==> src/rtl/exec_pkg.sv <==
// Shared types for the execute stage: ALU opcodes, stack-op codes, flag bit
// positions and the multiply sequencer state.
package exec_pkg;

  typedef enum logic [3:0] {
    OP_NOP = 4'd0,
    OP_ADD = 4'd1,
    OP_SUB = 4'd2,
    OP_AND = 4'd3,
    OP_OR  = 4'd4,
    OP_NOT = 4'd5,
    OP_INC = 4'd6,
    OP_DEC = 4'd7,
    OP_SHL = 4'd8,
    OP_SHR = 4'd9,
    OP_MUL = 4'd10
  } alu_op_e;

  typedef enum logic [1:0] {
    SP_NONE = 2'b00,
    SP_PUSH = 2'b01,
    SP_POP  = 2'b10,
    SP_RSVD = 2'b11
  } sp_op_e;

  // Bit positions inside the {N,C,Z} flags vector.
  localparam int FLAG_Z = 0;
  localparam int FLAG_C = 1;
  localparam int FLAG_N = 2;

  typedef enum logic {
    ST_IDLE = 1'b0,
    ST_BUSY = 1'b1
  } state_e;

endpackage

==> src/rtl/execute_stage_pipe_alu_core.sv <==
// Combinational ALU for the single-cycle operations. Returns the result and
// the flags as they should look after the operation; MUL/NOP pass flags through.
module alu_core
  import exec_pkg::*;
#(
  parameter int DATA_W = 16
) (
  input  logic [DATA_W-1:0] a,
  input  logic [DATA_W-1:0] b,
  input  alu_op_e           op,
  input  logic [2:0]        flags_in,
  output logic [DATA_W-1:0] result,
  output logic [2:0]        flags_out
);

  logic [DATA_W:0] ext;
  logic [DATA_W:0] shl_w;
  logic [DATA_W:0] shr_w;
  logic [3:0]      sh;
  logic            set_nz;

  assign sh = a[3:0];

  // NOTE: every variable gets a default at the top of the block so that no
  // path leaves it unassigned, which would otherwise infer a latch.
  always_comb begin
    result    = b;
    flags_out = flags_in;
    ext       = '0;
    set_nz    = 1'b1;
    // One guard bit above (left shift) or below (right shift) catches the
    // last bit shifted out.
    shl_w     = {1'b0, b} << sh;
    shr_w     = {b, 1'b0} >> sh;

    case (op)
      OP_ADD: begin
        ext               = {1'b0, a} + {1'b0, b};
        result            = ext[DATA_W-1:0];
        flags_out[FLAG_C] = ext[DATA_W];
      end
      OP_SUB: begin
        ext               = {1'b0, a} - {1'b0, b};
        result            = ext[DATA_W-1:0];
        flags_out[FLAG_C] = ext[DATA_W];
      end
      OP_INC: begin
        ext               = {1'b0, b} + (DATA_W+1)'(1);
        result            = ext[DATA_W-1:0];
        flags_out[FLAG_C] = ext[DATA_W];
      end
      OP_DEC: begin
        ext               = {1'b0, b} - (DATA_W+1)'(1);
        result            = ext[DATA_W-1:0];
        flags_out[FLAG_C] = ext[DATA_W];
      end
      OP_AND: result = a & b;
      OP_OR:  result = a | b;
      OP_NOT: result = ~b;
      OP_SHL: begin
        result = shl_w[DATA_W-1:0];
        if (sh != 4'd0) flags_out[FLAG_C] = shl_w[DATA_W];
      end
      OP_SHR: begin
        result = shr_w[DATA_W:1];
        if (sh != 4'd0) flags_out[FLAG_C] = shr_w[0];
      end
      default: set_nz = 1'b0;
    endcase

    if (set_nz) begin
      flags_out[FLAG_N] = result[DATA_W-1];
      flags_out[FLAG_Z] = (result == '0);
    end
  end

endmodule

==> src/rtl/execute_stage_pipe.sv <==
// Registered execute stage: valid/ready handshake, flags and stack pointer
// registers, a multi-cycle multiply that stalls upstream, and a flush.
module execute_stage_pipe
  import exec_pkg::*;
#(
  parameter int              DATA_W     = 16,
  parameter int              SP_W       = 32,
  parameter logic [SP_W-1:0] SP_INIT    = 32'h0000_07FE,
  parameter int              CTRL_W     = 12,
  parameter int              MUL_CYCLES = 4
) (
  input  logic              CLK,
  input  logic              Reset,
  input  logic              flush,
  input  logic              in_valid,
  output logic              in_ready,
  input  logic [DATA_W-1:0] src_val,
  input  logic [DATA_W-1:0] dst_val,
  input  logic [DATA_W-1:0] imm,
  input  logic [3:0]        alu_op,
  input  logic              zero_src,
  input  logic              use_imm,
  input  logic [1:0]        sp_op,
  input  logic [CTRL_W-1:0] ctrl_in,
  output logic              out_valid,
  input  logic              out_ready,
  output logic [DATA_W-1:0] result,
  output logic [DATA_W-1:0] src_out,
  output logic [SP_W-1:0]   sp_out,
  output logic [2:0]        flags,
  output logic [CTRL_W-1:0] ctrl_out
);

  localparam int CNT_W = (MUL_CYCLES > 1) ? $clog2(MUL_CYCLES) : 1;

  state_e              state_q, state_d;
  logic [CNT_W-1:0]    cnt_q, cnt_d;
  logic [DATA_W-1:0]   mul_a_q, mul_a_d;
  logic [DATA_W-1:0]   mul_b_q, mul_b_d;
  logic [DATA_W-1:0]   mul_src_q, mul_src_d;
  logic [CTRL_W-1:0]   mul_ctrl_q, mul_ctrl_d;
  logic                out_valid_q, out_valid_d;
  logic [DATA_W-1:0]   result_q, result_d;
  logic [DATA_W-1:0]   src_out_q, src_out_d;
  logic [SP_W-1:0]     sp_out_q, sp_out_d;
  logic [2:0]          flags_q, flags_d;
  logic [CTRL_W-1:0]   ctrl_out_q, ctrl_out_d;
  logic [SP_W-1:0]     sp_q, sp_d;

  alu_op_e             op;
  logic [DATA_W-1:0]   operand_a, operand_b;
  logic [DATA_W-1:0]   alu_result;
  logic [2:0]          alu_flags;
  logic [2*DATA_W-1:0] product;
  logic [2:0]          mul_flags;
  logic                out_free, accept;

  assign op        = alu_op_e'(alu_op);
  assign operand_a = zero_src ? '0 : src_val;
  assign operand_b = use_imm ? imm : dst_val;

  alu_core #(.DATA_W(DATA_W)) u_alu (
    .a         (operand_a),
    .b         (operand_b),
    .op        (op),
    .flags_in  (flags_q),
    .result    (alu_result),
    .flags_out (alu_flags)
  );

  // The product settles over the BUSY window; only the latched operands feed it.
  assign product = {{DATA_W{1'b0}}, mul_a_q} * {{DATA_W{1'b0}}, mul_b_q};

  always_comb begin
    mul_flags         = '0;
    mul_flags[FLAG_N] = product[DATA_W-1];
    mul_flags[FLAG_C] = |product[2*DATA_W-1:DATA_W];
    mul_flags[FLAG_Z] = (product[DATA_W-1:0] == '0);
  end

  assign out_free = !out_valid_q || out_ready;
  assign in_ready = (state_q == ST_IDLE) && out_free && !flush;
  assign accept   = in_valid && in_ready;

  always_comb begin
    state_d     = state_q;
    cnt_d       = cnt_q;
    mul_a_d     = mul_a_q;
    mul_b_d     = mul_b_q;
    mul_src_d   = mul_src_q;
    mul_ctrl_d  = mul_ctrl_q;
    out_valid_d = out_valid_q;
    result_d    = result_q;
    src_out_d   = src_out_q;
    sp_out_d    = sp_out_q;
    flags_d     = flags_q;
    ctrl_out_d  = ctrl_out_q;
    sp_d        = sp_q;

    if (flush) begin
      out_valid_d = 1'b0;
      state_d     = ST_IDLE;
      cnt_d       = '0;
    end else begin
      if (out_valid_q && out_ready) out_valid_d = 1'b0;

      if (state_q == ST_BUSY) begin
        if (cnt_q != '0) begin
          cnt_d = cnt_q - CNT_W'(1);
        end else if (out_free) begin
          out_valid_d = 1'b1;
          result_d    = product[DATA_W-1:0];
          src_out_d   = mul_src_q;
          ctrl_out_d  = mul_ctrl_q;
          flags_d     = mul_flags;
          sp_out_d    = sp_q;
          state_d     = ST_IDLE;
        end
      end else if (accept) begin
        if (op == OP_MUL) begin
          state_d    = ST_BUSY;
          cnt_d      = CNT_W'(MUL_CYCLES - 1);
          mul_a_d    = operand_a;
          mul_b_d    = operand_b;
          mul_src_d  = src_val;
          mul_ctrl_d = ctrl_in;
        end else begin
          out_valid_d = 1'b1;
          result_d    = alu_result;
          src_out_d   = src_val;
          ctrl_out_d  = ctrl_in;
          flags_d     = alu_flags;
          case (sp_op_e'(sp_op))
            SP_PUSH: begin
              sp_out_d = sp_q;
              sp_d     = sp_q - SP_W'(1);
            end
            SP_POP: begin
              sp_out_d = sp_q + SP_W'(1);
              sp_d     = sp_q + SP_W'(1);
            end
            default: sp_out_d = sp_q;
          endcase
        end
      end
    end
  end

  // NOTE: sequential state uses non-blocking assignments so every flop samples
  // the pre-edge values regardless of statement order.
  always_ff @(posedge CLK or negedge Reset) begin
    if (!Reset) begin
      state_q     <= ST_IDLE;
      cnt_q       <= '0;
      mul_a_q     <= '0;
      mul_b_q     <= '0;
      mul_src_q   <= '0;
      mul_ctrl_q  <= '0;
      out_valid_q <= 1'b0;
      result_q    <= '0;
      src_out_q   <= '0;
      sp_out_q    <= SP_INIT;
      flags_q     <= '0;
      ctrl_out_q  <= '0;
      sp_q        <= SP_INIT;
    end else begin
      state_q     <= state_d;
      cnt_q       <= cnt_d;
      mul_a_q     <= mul_a_d;
      mul_b_q     <= mul_b_d;
      mul_src_q   <= mul_src_d;
      mul_ctrl_q  <= mul_ctrl_d;
      out_valid_q <= out_valid_d;
      result_q    <= result_d;
      src_out_q   <= src_out_d;
      sp_out_q    <= sp_out_d;
      flags_q     <= flags_d;
      ctrl_out_q  <= ctrl_out_d;
      sp_q        <= sp_d;
    end
  end

  assign out_valid = out_valid_q;
  assign result    = result_q;
  assign src_out   = src_out_q;
  assign sp_out    = sp_out_q;
  assign flags     = flags_q;
  assign ctrl_out  = ctrl_out_q;

endmodule

==> config.mk <==
export PLATFORM = sky130hd
export DESIGN_NAME = execute_stage_pipe
export DESIGN_NICKNAME = d
export VERILOG_FILES = /design/src/rtl/exec_pkg.sv /design/src/rtl/execute_stage_pipe_alu_core.sv /design/src/rtl/execute_stage_pipe.sv
export SDC_FILE = /design/constraint.sdc
export NUM_CORES = 1
export LEC_CHECK = 0
export CORE_ASPECT_RATIO = 0.7
export CORE_MARGIN = 4
export CORE_UTILIZATION = 56
export CTS_CLUSTER_SIZE = 8
export DETAILED_ROUTE_END_ITERATION = 10
export MAX_ROUTING_LAYER = met4
export PLACE_DENSITY_LB_ADDON = 0.1
export SLEW_MARGIN = 20
export SYNTH_ARGS = -nofsm -noshare
export SYNTH_HDL_FRONTEND = slang
export SYNTH_HIERARCHICAL = 1
export SYNTH_SLANG_ARGS = --single-unit
==> constraint.sdc <==
create_clock -name CLK -period 5.9 [get_ports CLK]
set_input_delay 1.475 -clock CLK [delete_from_list [all_inputs] [get_ports CLK]]
set_output_delay 1.475 -clock CLK [all_outputs]
set_load 0.01 [all_outputs]
==> impl_metrics.tcl <==
set metrics [dict create \
    mappedNetlistNets 3134 \
    clk_path_buf_depth 2 \
    pwr_density_cell_nw_per_um2 257 \
    insertion_delay_ns 0.47 \
    seq_area_frac_synth_pct 19.4 \
    hold_end "result[11]" \
    gr-max-usage-layer "met1" \
    synth_edf_count 0 \
    floorplan.core_area_um2 39800 \
    grt_start_max_net_pins 140 \
    multi_input_comb_area_um2 16900 \
    worst_path_maximum_fanout 5 \
    fin_crit_share_pct 106 \
    top_level_ports 154 \
    yosysWarnings 6 \
    cts_inserted_buffers 17 \
    grt_setup_unrepaired "yes" \
    timing.hold.worst.start "result[11]" \
    hold_class "flop to flop" \
    r2r.worst_path.cells 19 \
    detail_route.iter0.violations 3047 \
    floorplan.die_area_um2 43900 \
    final-setup-viol-count 1 \
    synthCells 2704 \
    port_buffers 153 \
    synth.most_common_cell "sky130_fd_sc_hd__nand2_1" \
    synth_area_per_cell_um2 8.40 \
    track_usage_pct 40.2 \
    floorplan.rows 61 \
    worstPathArrival_ns 6.61 \
    critical_path.top_delay_family "adder cells" \
    power.static_leakage_nw 12.4 \
    clock_tree.root_cell "sky130_fd_sc_hd__clkbuf_16" \
    cts_num_sinks 175 \
    dr_total_vias 22700 \
    maxCapViolCount 0 \
    first_pass_grt_wire_length_um 134000 \
    required_ns 6.24 \
    timing.final.ws_setup_ns -0.364 \
    detail_route.wirelength_um 86900 \
    post_drt_wl_per_cell_um 24.2 \
    first_pass_iters 6 \
    cts_htree_levels 4 \
    floorplan.initialDensity_pct 57.0 \
    grt_pass1_vias 22200 \
    globalRouteMet2Util_pct 55.1 \
    yosys.area.top_type_share_pct 17.3 \
    run_status "finished with violations" \
    drc_errors 0 \
    endpoint_kind "flop" \
    holdPathStages 2 \
    largest_vdd_supply_drop_mv 0.233 \
    setup-tns-final_ns -0.364 \
    nets 3467 \
    timing_worst_slew_pin_value_ns 1.07 \
    worst-setup-path-type "flop to flop" \
    r2r-start "mul_a_q[8]" \
    synth_area_um2 22700 \
    gpl.final_weighted_congestion 1.05 \
    synth_top_area_cell "sky130_fd_sc_hd__fa_1" \
    timing.critical_path.from_type "flop" \
    cp_slowest_stage_delay_ns 0.62 \
    final_antenna_net_count 0 \
    max_freq_mhz 160 \
    cts_hold_buffers 0 \
    filler_cell_count 3107 \
    reg2reg_to "flags[1]" \
    cpMaxStageDelayCell "sky130_fd_sc_hd__fa_1" \
    place_hpwl_um 68300 \
    synth_flop_cell "sky130_fd_sc_hd__dfrtp_1" \
    netlist_top_cells_area "sky130_fd_sc_hd__fa_1, sky130_fd_sc_hd__dfrtp_1, sky130_fd_sc_hd__ha_1" \
    die_width_um 249 \
    worst_path_most_repeated_cell "sky130_fd_sc_hd__fa_1" \
    yosys-top-cells-count "sky130_fd_sc_hd__nand2_1, sky130_fd_sc_hd__inv_1, sky130_fd_sc_hd__fa_1" \
    final-seq-area_um2 4430 \
    failed_checks "negative setup slack" \
    post_route_cells_drive_above_1_share_pct 19.0 \
    area_growth_pct 22.6 \
    grt_antenna_before_repair 3 \
    hold_viol 0 \
    period_minus_slack_ns 6.26 \
    maxSlewHeadroom_pct 28.6 \
    critPathBufInv 3 \
    rrSetupSlack_ns -0.36 \
    ys_ff_latch 175 \
    fin_skew_ns 0.0291 \
    use_met1_pct 57.9 \
    cts_tree "built" \
    grt_overflow 0 \
    avgViaCountPerCell 6.34 \
    cp_cell_sequence "buf_4 -> buf_4 -> nand2_1 -> fa_1 -> fa_1 -> fa_1 -> fa_1 -> fa_1 -> fa_1 -> inv_1 -> ha_1 -> a21o_1 -> a21oi_4 -> a21oi_2 -> or4_1 -> o211ai_1 -> nand4_1 -> nor4bb_2 -> a21oi_1" \
    synthDistinctLibCells 99 \
    die_height_um 176 \
    dpl.cell_count 3531 \
    asyncSetResetFlopFracSynth_pct 100 \
    final-instance-count-excl-fill 3588 \
    clk_transition_reported_paths_ns 0.09 \
    groute.layer.met3.usage_pct 13.7 \
    report.final.slew_viol_count 0 \
]
==> layout by cell type, fill, tap and decap left out, types with 11 or more instances in the layout <==
master,count
sky130_fd_sc_hd__a21oi_1,141
sky130_fd_sc_hd__o22ai_1,18
sky130_fd_sc_hd__a31oi_1,13
sky130_fd_sc_hd__nor3_1,48
sky130_fd_sc_hd__clkdlybuf4s50_1,152
sky130_fd_sc_hd__o221ai_1,13
sky130_fd_sc_hd__a22oi_1,13
sky130_fd_sc_hd__nand3_1,36
sky130_fd_sc_hd__mux2_2,47
sky130_fd_sc_hd__xor2_1,53
sky130_fd_sc_hd__clkbuf_16,18
sky130_fd_sc_hd__nor4_1,25
sky130_fd_sc_hd__fa_1,190
sky130_fd_sc_hd__and3_1,19
sky130_fd_sc_hd__nand4_1,34
sky130_fd_sc_hd__mux4_2,19
sky130_fd_sc_hd__dfrtp_2,19
sky130_fd_sc_hd__buf_4,334
sky130_fd_sc_hd__inv_1,266
sky130_fd_sc_hd__nand2_1,381
sky130_fd_sc_hd__and2_1,132
sky130_fd_sc_hd__a21o_1,26
sky130_fd_sc_hd__o31ai_1,12
sky130_fd_sc_hd__nor2_1,128
sky130_fd_sc_hd__o21a_1,23
sky130_fd_sc_hd__a41oi_1,24
sky130_fd_sc_hd__o211ai_1,18
sky130_fd_sc_hd__mux2i_1,38
sky130_fd_sc_hd__dfstp_2,20
sky130_fd_sc_hd__nor2b_1,29
sky130_fd_sc_hd__dfrtp_1,136
sky130_fd_sc_hd__a211oi_1,22
sky130_fd_sc_hd__o21ai_0,146
sky130_fd_sc_hd__xnor2_1,48
sky130_fd_sc_hd__ha_1,151
sky130_fd_sc_hd__or3_1,11
==> registers in the layout, summed over array words and instances (netlist names), 16 cells and up <==
name	flops
mul_b_q	16
mul_src_q	16
result	16
src_out	16
sp_q	32
sp_out	32
mul_a_q	16
==> cell type report <==
cell class,instances,area share [%]
Antenna cell,3,0.0269
Clock buffer,19,1.63
Clock inverter,13,0.570
Inverter,276,3.72
Multi-Input combinational cell,2067,60.5
Sequential cell,175,15.9
Tap cell,535,2.40
Timing Repair Buffer,500,15.2
==> logic make-up after synthesis <==
kind of cell    count (synthesis)  share of synthesized area, %
xor+xnor                      103                          3.97
compound gates                571                          16.2
simple gates                  931                          20.2
mux                           105                          6.00
fa+ha+maj                     357                          26.1
buf+inv                       462                          8.04
flops                         175                          19.4
==> worst register-to-register path: stages (launching register included) <==
cell and delay [ns]:
sky130_fd_sc_hd__dfrtp_2 0.47, sky130_fd_sc_hd__buf_4 0.17, sky130_fd_sc_hd__buf_4 0.14, sky130_fd_sc_hd__nand2_1 0.08
sky130_fd_sc_hd__fa_1 0.45, sky130_fd_sc_hd__fa_1 0.58, sky130_fd_sc_hd__fa_1 0.45, sky130_fd_sc_hd__fa_1 0.62
sky130_fd_sc_hd__fa_1 0.45, sky130_fd_sc_hd__fa_1 0.58, sky130_fd_sc_hd__inv_1 0.07, sky130_fd_sc_hd__ha_1 0.33
sky130_fd_sc_hd__a21o_1 0.23, sky130_fd_sc_hd__a21oi_4 0.22, sky130_fd_sc_hd__a21oi_2 0.09, sky130_fd_sc_hd__or4_1 0.54
sky130_fd_sc_hd__o211ai_1 0.12, sky130_fd_sc_hd__nand4_1 0.16, sky130_fd_sc_hd__nor4bb_2 0.30, sky130_fd_sc_hd__a21oi_1 0.09
==> stage by stage <==
step | instance area, µm² | hold WS, ns | power, mW | setup WS, ns | utilization [%]
floorplan | 22800 | 0.450 | 3.89 | 0.00145 | -
global placement | 26800 | 0.462 | 5.46 | -0.226 | 67.2
detailed placement | 26800 | 0.465 | 5.56 | -0.376 | 67.2
CTS | 27700 | 0.486 | 6.95 | -0.269 | 69.5
global route | 27900 | 0.497 | 7.54 | -0.515 | 69.9
finish | 27900 | 0.480 | 7.16 | -0.364 | 69.9
==> what timing repair did <==
| item | 4_1_cts | 5_1_grt |
|---|---|---|
| cloned | 0 | 0 |
| endpoints found under the setup margin | 2 | 5 |
| setup buffers | 16 | 6 |
| resized for setup | 50 | 32 |
| pin swaps | 35 | 21 |
==> layer usage <==
| layer | vias to the layer above | wire length, µm | share of wire (%) |
|---|---|---|---|
| met2 | 1530 | 35500 | 41 |
| met1 | 11200 | 36800 | 42 |
| li1 | 9874 | - | - |
| met3 | 186 | 12600 | 15 |
| met4 | 0 | 1960 | 2.3 |
| met5 | - | 0 | 0 |
==> power breakdown <==
group | internal [mW] | switching (mW)
Clock | 0.600 | 0.634
Sequential | 1.53 | 0.365
Combinational | 1.81 | 2.22
Total | 3.94 | 3.22
==> worst max path at each step <==
stage / depth (start not counted) / startpoint / to
final: 19 / mul_a_q[8] / flags[1]
after global routing: 21 / mul_a_q[8] / flags[1]
after CTS: 21 / mul_a_q[5] / flags[1]
after detailed placement: 21 / mul_b_q[4] / flags[1]
after global placement: 21 / mul_b_q[4] / flags[1]
after floorplan: 20 / mul_a_q[11] / flags[1]
Power figures use the tool's default switching activity.
